===== config.mk =====
export PLATFORM = sky130hd
export DESIGN_NAME = gemm_tile_sequencer
export DESIGN_NICKNAME = d
export VERILOG_FILES = /design/src/rtl/gemm_tile_sequencer.sv
export SDC_FILE = /design/constraint.sdc
export NUM_CORES = 2
export LEC_CHECK = 0
export ABC_AREA = 1
export CELL_PAD_IN_SITES_DETAIL_PLACEMENT = 2
export CELL_PAD_IN_SITES_GLOBAL_PLACEMENT = 2
export CORE_ASPECT_RATIO = 2
export CORE_MARGIN = 3
export CORE_UTILIZATION = 32
export CTS_CLUSTER_DIAMETER = 100
export DETAILED_ROUTE_END_ITERATION = 12
export GPL_ROUTABILITY_DRIVEN = 0
export GPL_TIMING_DRIVEN = 1
export HOLD_SLACK_MARGIN = 0.15
export PLACE_DENSITY_LB_ADDON = 0.1
export SYNTH_ARGS = -nofsm -noshare
export SYNTH_HDL_FRONTEND = slang
export SYNTH_SLANG_ARGS = --single-unit

===== constraint.sdc =====
create_clock -name clk -period 7.7 [get_ports clk]
set_clock_uncertainty 0.1 [all_clocks]
set_input_delay 0.77 -clock clk [delete_from_list [all_inputs] [get_ports clk]]
set_output_delay 0.77 -clock clk [all_outputs]
set_load 0.03 [all_outputs]

===== src/rtl/gemm_tile_sequencer.sv =====
// gemm_tile_sequencer
//   Walks a tiled GEMM C[m x n] += A[m x k] * B[k x n] over TILE x TILE tiles.
//   Loop order: mi (outer), ni (middle), ki (inner). For each ki it loads an
//   A tile, then a B tile, then runs the compute engine. After the last ki of
//   an (mi, ni) pair it stores the C tile. All DMA commands move TILE rows.
//
//   Optional feature: define GEMM_SEQ_TIMEOUT_EN to add a TMO_W-bit watchdog
//   over every WAIT / COMPUTE phase. A phase that runs too long ends the job
//   with err_code = 3. Without the macro, waits are unbounded.
//
// Parameters
//   TILE   tile edge in elements (power of 2, 2..64)
//   DIM_W  width of the dimension inputs and tile indices
//   SP_AW  scratchpad address width
//   TMO_W  watchdog counter width (used only with GEMM_SEQ_TIMEOUT_EN)
//
// Ports
//   clk, rst_n                 clock, asynchronous active-low reset
//   start, abort               job control (start only sampled in IDLE)
//   a/b/c_base, m/k/n_dim,
//   stride_a/b/c               job configuration, latched on an accepted start
//   busy, done, error,
//   err_code                   status (err_code: 0 none, 1 dim, 2 dma, 3 abort/timeout)
//   dma_req/ack, dma_dir,
//   dma_mem_addr, dma_sp_addr,
//   dma_len, dma_stride,
//   dma_done, dma_err          DMA command channel and completion
//   comp_start, comp_clear,
//   comp_done                  compute engine handshake
//   tile_m, tile_n, tile_k     current tile indices
module gemm_tile_sequencer #(
  parameter int TILE  = 8,
  parameter int DIM_W = 16,
  parameter int SP_AW = 14,
  parameter int TMO_W = 20
) (
  input  logic             clk,
  input  logic             rst_n,
  input  logic             start,
  input  logic             abort,
  input  logic [31:0]      a_base,
  input  logic [31:0]      b_base,
  input  logic [31:0]      c_base,
  input  logic [DIM_W-1:0] m_dim,
  input  logic [DIM_W-1:0] k_dim,
  input  logic [DIM_W-1:0] n_dim,
  input  logic [15:0]      stride_a,
  input  logic [15:0]      stride_b,
  input  logic [15:0]      stride_c,
  output logic             busy,
  output logic             done,
  output logic             error,
  output logic [1:0]       err_code,
  output logic             dma_req,
  input  logic             dma_ack,
  output logic             dma_dir,
  output logic [31:0]      dma_mem_addr,
  output logic [SP_AW-1:0] dma_sp_addr,
  output logic [15:0]      dma_len,
  output logic [15:0]      dma_stride,
  input  logic             dma_done,
  input  logic             dma_err,
  output logic             comp_start,
  output logic             comp_clear,
  input  logic             comp_done,
  output logic [DIM_W-1:0] tile_m,
  output logic [DIM_W-1:0] tile_n,
  output logic [DIM_W-1:0] tile_k
);

  localparam int LOG2T = $clog2(TILE);

  localparam logic [1:0] ERR_NONE  = 2'd0;
  localparam logic [1:0] ERR_DIM   = 2'd1;
  localparam logic [1:0] ERR_DMA   = 2'd2;
  localparam logic [1:0] ERR_ABORT = 2'd3;

  // Scratchpad layout: A at the bottom, C at one quarter, B at one half.
  localparam logic [SP_AW-1:0] SP_A = '0;
  localparam logic [SP_AW-1:0] SP_B = SP_AW'(1) << (SP_AW - 1);
  localparam logic [SP_AW-1:0] SP_C = SP_AW'(1) << (SP_AW - 2);
  localparam logic [15:0]      LEN  = 16'(TILE);

  // Each DMA phase is split into ISSUE (request held until ack) and WAIT
  // (waiting for the transfer-complete pulse).
  typedef enum logic [3:0] {
    IDLE,
    LOAD_A_ISSUE,
    LOAD_A_WAIT,
    LOAD_B_ISSUE,
    LOAD_B_WAIT,
    COMPUTE,
    STORE_C_ISSUE,
    STORE_C_WAIT,
    DONE,
    ERR
  } state_t;

  state_t r_state;
  state_t w_state_next;

  // Latched job configuration
  logic [31:0]      r_a_base, r_b_base, r_c_base;
  logic [15:0]      r_stride_a, r_stride_b, r_stride_c;
  logic [DIM_W-1:0] r_mt, r_nt, r_kt;

  // Tile indices and status
  logic [DIM_W-1:0] r_mi, r_ni, r_ki;
  logic [DIM_W-1:0] w_mi_next, w_ni_next, w_ki_next;
  logic             r_error, w_error_next;
  logic [1:0]       r_err_code, w_err_code_next;
  logic             r_comp_start, r_comp_clear;
  logic             w_latch;
  logic             w_enter_compute;
  logic             w_tmo;

  // ceil(d / TILE) without a divider: whole tiles plus one if any remainder.
  function automatic logic [DIM_W-1:0] ceil_tiles(input logic [DIM_W-1:0] d);
    return (d >> LOG2T) + {{(DIM_W-1){1'b0}}, |d[LOG2T-1:0]};
  endfunction

  // ---------------------------------------------------------------------
  // Address generation (32-bit wraparound is intended)
  // ---------------------------------------------------------------------
  logic [31:0] w_mi32, w_ni32, w_ki32;
  logic [31:0] w_a_addr, w_b_addr, w_c_addr;

  assign w_mi32 = 32'(r_mi);
  assign w_ni32 = 32'(r_ni);
  assign w_ki32 = 32'(r_ki);

  assign w_a_addr = r_a_base + ((w_mi32 * 32'(r_stride_a)) << LOG2T) + (w_ki32 << LOG2T);
  assign w_b_addr = r_b_base + ((w_ki32 * 32'(r_stride_b)) << LOG2T) + (w_ni32 << LOG2T);
  // C elements are 4 bytes wide, hence the extra shift on the column offset.
  assign w_c_addr = r_c_base + ((w_mi32 * 32'(r_stride_c)) << LOG2T) + (w_ni32 << (LOG2T + 2));

  // ---------------------------------------------------------------------
  // Optional watchdog
  // ---------------------------------------------------------------------
`ifdef GEMM_SEQ_TIMEOUT_EN
  logic [TMO_W-1:0] r_wdog;
  logic             w_wait_phase;

  assign w_wait_phase = (r_state == LOAD_A_WAIT) || (r_state == LOAD_B_WAIT) ||
                        (r_state == COMPUTE)     || (r_state == STORE_C_WAIT);

  // Restarts on every phase change; only counts while waiting on a peer.
  always_ff @(posedge clk or negedge rst_n) begin
    if (!rst_n) begin
      r_wdog <= '0;
    end else if ((w_state_next != r_state) || !w_wait_phase) begin
      r_wdog <= '0;
    end else begin
      r_wdog <= r_wdog + 1'b1;
    end
  end

  // Fire on the edge where the counter would reach all ones, so the job
  // leaves the phase exactly 2^TMO_W - 1 cycles after entering it.
  assign w_tmo = w_wait_phase && (r_wdog == {{(TMO_W-1){1'b1}}, 1'b0});
`else
  assign w_tmo = 1'b0;

  // TMO_W has no effect in this build; the empty block keeps it referenced.
  if (TMO_W < 1) begin : g_tmo_w_unused
  end
`endif

  // ---------------------------------------------------------------------
  // FSM: state register
  // ---------------------------------------------------------------------
  always_ff @(posedge clk or negedge rst_n) begin
    if (!rst_n) begin
      r_state <= IDLE;
    end else begin
      r_state <= w_state_next;
    end
  end

  // ---------------------------------------------------------------------
  // FSM: next state, index and status update
  // ---------------------------------------------------------------------
  always_comb begin
    w_state_next    = r_state;
    w_mi_next       = r_mi;
    w_ni_next       = r_ni;
    w_ki_next       = r_ki;
    w_error_next    = r_error;
    w_err_code_next = r_err_code;
    w_latch         = 1'b0;

    case (r_state)
      IDLE: begin
        if (start) begin
          w_error_next    = 1'b0;
          w_err_code_next = ERR_NONE;
          w_mi_next       = '0;
          w_ni_next       = '0;
          w_ki_next       = '0;
          if ((m_dim == '0) || (k_dim == '0) || (n_dim == '0)) begin
            w_state_next    = ERR;
            w_error_next    = 1'b1;
            w_err_code_next = ERR_DIM;
          end else begin
            w_latch      = 1'b1;
            w_state_next = LOAD_A_ISSUE;
          end
        end
      end
      LOAD_A_ISSUE: if (dma_ack) w_state_next = LOAD_A_WAIT;
      LOAD_A_WAIT: begin
        if (dma_err) begin
          w_state_next    = ERR;
          w_error_next    = 1'b1;
          w_err_code_next = ERR_DMA;
        end else if (dma_done) begin
          w_state_next = LOAD_B_ISSUE;
        end
      end
      LOAD_B_ISSUE: if (dma_ack) w_state_next = LOAD_B_WAIT;
      LOAD_B_WAIT: begin
        if (dma_err) begin
          w_state_next    = ERR;
          w_error_next    = 1'b1;
          w_err_code_next = ERR_DMA;
        end else if (dma_done) begin
          w_state_next = COMPUTE;
        end
      end
      COMPUTE: begin
        if (comp_done) begin
          if (r_ki == r_kt - DIM_W'(1)) begin
            w_state_next = STORE_C_ISSUE;
          end else begin
            w_ki_next    = r_ki + DIM_W'(1);
            w_state_next = LOAD_A_ISSUE;
          end
        end
      end
      STORE_C_ISSUE: if (dma_ack) w_state_next = STORE_C_WAIT;
      STORE_C_WAIT: begin
        if (dma_err) begin
          w_state_next    = ERR;
          w_error_next    = 1'b1;
          w_err_code_next = ERR_DMA;
        end else if (dma_done) begin
          w_ki_next = '0;
          if (r_ni == r_nt - DIM_W'(1)) begin
            w_ni_next = '0;
            if (r_mi == r_mt - DIM_W'(1)) begin
              w_state_next = DONE;
            end else begin
              w_mi_next    = r_mi + DIM_W'(1);
              w_state_next = LOAD_A_ISSUE;
            end
          end else begin
            w_ni_next    = r_ni + DIM_W'(1);
            w_state_next = LOAD_A_ISSUE;
          end
        end
      end
      DONE:    w_state_next = IDLE;
      ERR:     w_state_next = IDLE;
      default: w_state_next = IDLE;
    endcase

    if (w_tmo) begin
      w_state_next    = ERR;
      w_error_next    = 1'b1;
      w_err_code_next = ERR_ABORT;
    end

    // Abort wins over everything once a job is running. ERR is already on
    // its way back to IDLE, so it is left alone.
    if (abort && (r_state != IDLE) && (r_state != ERR)) begin
      w_state_next    = ERR;
      w_error_next    = 1'b1;
      w_err_code_next = ERR_ABORT;
    end
  end

  // comp_start is registered so it appears in the first COMPUTE cycle.
  assign w_enter_compute = (w_state_next == COMPUTE) && (r_state != COMPUTE);

  // ---------------------------------------------------------------------
  // Datapath registers
  // ---------------------------------------------------------------------
  always_ff @(posedge clk or negedge rst_n) begin
    if (!rst_n) begin
      r_a_base     <= '0;
      r_b_base     <= '0;
      r_c_base     <= '0;
      r_stride_a   <= '0;
      r_stride_b   <= '0;
      r_stride_c   <= '0;
      r_mt         <= '0;
      r_nt         <= '0;
      r_kt         <= '0;
      r_mi         <= '0;
      r_ni         <= '0;
      r_ki         <= '0;
      r_error      <= 1'b0;
      r_err_code   <= ERR_NONE;
      r_comp_start <= 1'b0;
      r_comp_clear <= 1'b0;
    end else begin
      if (w_latch) begin
        r_a_base   <= a_base;
        r_b_base   <= b_base;
        r_c_base   <= c_base;
        r_stride_a <= stride_a;
        r_stride_b <= stride_b;
        r_stride_c <= stride_c;
        r_mt       <= ceil_tiles(m_dim);
        r_nt       <= ceil_tiles(n_dim);
        r_kt       <= ceil_tiles(k_dim);
      end
      r_mi         <= w_mi_next;
      r_ni         <= w_ni_next;
      r_ki         <= w_ki_next;
      r_error      <= w_error_next;
      r_err_code   <= w_err_code_next;
      r_comp_start <= w_enter_compute;
      r_comp_clear <= w_enter_compute && (w_ki_next == '0);
    end
  end

  // ---------------------------------------------------------------------
  // Outputs
  // ---------------------------------------------------------------------
  assign busy       = (r_state != IDLE);
  assign done       = (r_state == DONE);
  assign error      = r_error;
  assign err_code   = r_err_code;
  assign comp_start = r_comp_start;
  assign comp_clear = r_comp_clear;
  assign tile_m     = r_mi;
  assign tile_n     = r_ni;
  assign tile_k     = r_ki;

  // Command fields come only from latched registers and indices, which do
  // not change during ISSUE, so they stay stable while waiting for ack.
  always_comb begin
    dma_req      = 1'b0;
    dma_dir      = 1'b0;
    dma_mem_addr = '0;
    dma_sp_addr  = '0;
    dma_len      = '0;
    dma_stride   = '0;
    case (r_state)
      LOAD_A_ISSUE, LOAD_A_WAIT: begin
        dma_req      = (r_state == LOAD_A_ISSUE);
        dma_mem_addr = w_a_addr;
        dma_sp_addr  = SP_A;
        dma_len      = LEN;
        dma_stride   = r_stride_a;
      end
      LOAD_B_ISSUE, LOAD_B_WAIT: begin
        dma_req      = (r_state == LOAD_B_ISSUE);
        dma_mem_addr = w_b_addr;
        dma_sp_addr  = SP_B;
        dma_len      = LEN;
        dma_stride   = r_stride_b;
      end
      STORE_C_ISSUE, STORE_C_WAIT: begin
        dma_req      = (r_state == STORE_C_ISSUE);
        dma_dir      = 1'b1;
        dma_mem_addr = w_c_addr;
        dma_sp_addr  = SP_C;
        dma_len      = LEN;
        dma_stride   = r_stride_c;
      end
      default: begin
      end
    endcase
  end

endmodule

==> results.cfg <==
[yosys]
synthSimpleGateAreaFrac_pct = 21.2
yosys.cell_types.count = 58
yosysTopAreaCell = fa_1
synthFlopType = dfrtp_1
avgSynthCellArea_um2 = 7.36
ys_ff_latch = 243
yosys-top-cells-area = fa_1 (28%), nand2_1 (14%), dfrtp_1 (14%)
synth_edf_count = 0
yosys_warnings = 0
netlist_instances = 6020
synth_xor_area_share_pct = 3.63
async_flop_share_pct = 100
synth_compound_area_share_pct = 7.47
synth_top_family_by_area = adder cells
muxShareOfSynthArea_pct = 0
seq_area_frac_synth_pct = 13.7
synthAdderAreaFrac_pct = 39.3
synth_top_area_share_pct = 28.3
syn_area_um2 = 44300

[die]
die_height_um = 532
dieArea_um2 = 143000
ioPinCount = 335
die_w_um = 269
core_um2 = 137000
rows = 192
initial_core_util_pct = 32.3

[worst_setup_path]
endpoint_kind = output port
worst-r2r-cell-count = 10
worstPathRequired_ns = 6.83
slowest_stage = fa_1
r2r_setup_slack_ns = 3.54
arrival_ns = 8.86
crit_type = register to output port
critPathLaunchType = register
path_max_fanout = 8
cpPeakStageDelay_ns = 0.61

[routing]
vias_per_cell = 5.04
firstDrtPassIters = 5
postRouteAntennaNets = 0
wire_per_inst_um = 25.5
drt_iter0_markers = 1865
wl_um = 224000
vias = 44246
drcViolationCount = 0

[power_and_ir_drop]
seqPwrFrac_pct = 17.1
switching_power_uw = 7600
combinationalPowerShare_pct = 71.0
intPower_uw = 6820
power.density_nw_per_um2 = 241
finalPower_uw = 14400
power_leakage_uw = 0.0322
p_clk_share_pct = 11.9
swShare_pct = 52.7
vdd_ir_drop_max_mv = 0.297

[timing]
finalCriticalPeriod_ns = 9.73
slew_headroom_pct = 35.9
layout_setup_ws_ns = -2.03
finalSetupViolations = 23
slew_violations = 0
fmaxAchievable_mhz = 103
timing.final.crit_share_pct = 126
hold_viol_final = 0
rsz0062_at_grt = yes
hold-worst-slack_ns = 0.389
setup_tns_ns = -33.20
max_slew.worst_pin.slew_ns = 0.961

[clock_network]
cts_sinks = 243
htreeDepth = 1
clk_path_buf_depth = 3
cts_tree = yes
clk_latency_ns = 0.71
cts_buffers = 31
path_clk_slew_ns = 0.07
root_buffer = clkbuf_16

[global_routing]
track_usage_pct = 30.0
antenna_found_initial = 3
grt_pass1_wl_um = 324000
grt-ovfl-total = 0
grt_max_degree = 114
grt_pass1_vias = 52550

[place]
dpl.hpwl_um = 180000
port-buffer-count = 307
dpl_cell_area_um2 = 55000

[cells_and_area]
syn_to_final_growth_pct = 35.2
fin_nets = 8124
nFillCells = 15569
mostFrequentLayoutCell = nand2_1
ff_latch_area_um2 = 6140
multi_input_comb_area_um2 = 34900
fin_area_um2 = 59900
final_cell_mix = nand2_1 (1,647), inv_1 (1,348), buf_4 (699)
drive_above_1_share_pct = 21.3
fin_util_pct = 43.7

[job]
max-cap-violations = 0

[run_status]
outcome = finished with violations
violations = negative setup slack

[worst_hold_path]
min_path_cells = 2
hp-class = register to register
==> worst max-delay path, delay by kind of cell (launching register included) <==
kind	cells	cell delay, ns
flops	1	0.50
simple gates	8	1.07
compound gates	7	1.21
buf+inv	11	1.24
xor+xnor	1	0.32
fa+ha+maj	9	3.78
==> registers in the layout, summed over array words and instances (netlist names), 2 cells and up <==
name and cells:
r_a_base 32, r_b_base 32, r_c_base 32, r_stride_a 16, r_stride_b 16, r_stride_c 16, tile_k 16, tile_m 16
tile_n 16, r_kt 14, r_mt 14, r_nt 14, r_state 4, err_code 2
==> kinds of logic (layout without fill, tap and decap cells) <==
group / count (synthesis) / count (layout)
buf+inv: 1694 / 2579
fa+ha+maj: 1017 / 1017
compound gates: 583 / 583
flops: 243 / 243
xor+xnor: 183 / 183
simple gates: 2299 / 2299
other cells: 1 / 30
==> worst paths after layout <==
check | startpoint | to
setup reg to reg | r_state[2] | r_stride_b[15]
setup / recovery | r_stride_c[4] | dma_mem_addr[31]
hold / removal | r_b_base[22] | r_b_base[22]
max in group asynchronous | rst_n | r_stride_c[7]
min in group asynchronous | rst_n | r_kt[9]
hold reg to reg | r_b_base[22] | r_b_base[22]
==> synth_stat cells, types with 19 or more instances <==
cell / instances
or2_2: 24
clkbuf_1: 187
o21bai_1: 19
nand4_1: 38
dfrtp_1: 243
xnor2_1: 66
a22oi_1: 19
nor2_1: 217
nand3_1: 181
o21ai_0: 200
ha_1: 390
inv_1: 1399
fa_1: 627
a21oi_1: 227
buf_4: 28
buf_1: 52
nor3_1: 66
nand2_1: 1706
xor2_1: 116
o211ai_1: 24
==> power groups by stage <==
stage | combinational (uW) | clock (uW) | sequential (uW)
global route | 11000 | 1790 | 2500
global placement | 8470 | 0 | 2460
detailed placement | 8730 | 0 | 2480
CTS | 9560 | 1770 | 2450
finish | 10200 | 1720 | 2460
floorplan | 4450 | 0 | 2010
==> area by class of cell <==
class	count	share of cell area (%)
multi-input cells	4109	58.3
repair buffers	1112	16.9
flip-flops and latches	243	10.2
inverters	1410	8.84
well taps	1843	3.85
clock buffers	40	1.43
clock inverters	17	0.430
diodes	3	0.0125
==> per-stage QoR <==
step                      cells  setup WS, ns
after floorplan            6046        -0.229
after global placement     8610         -1.31
after detailed placement   8610         -1.55
after CTS                  8741         -1.63
after global routing       8776         -2.27
final                      8777         -2.03
==> what timing repair did <==
| action | CTS | global route |
|---|---|---|
| hold buffers | 1 | 0 |
| gates resized for setup | 402 | 270 |
| hold endpoints to repair | 70 | 0 |
| pin swaps | 116 | 174 |
| setup endpoints to repair | 23 | 24 |
| setup buffers | 82 | 47 |
==> layer usage <==
metal  up-vias  GRT usage [%]  share of wire, %
met5         -              0                 0
met4         0           19.9               8.5
met3       582           2.20               2.6
met2      1075           60.3                56
met1     22896           28.7                33
li1      19693              -                 -
Power figures use the tool's default switching activity.
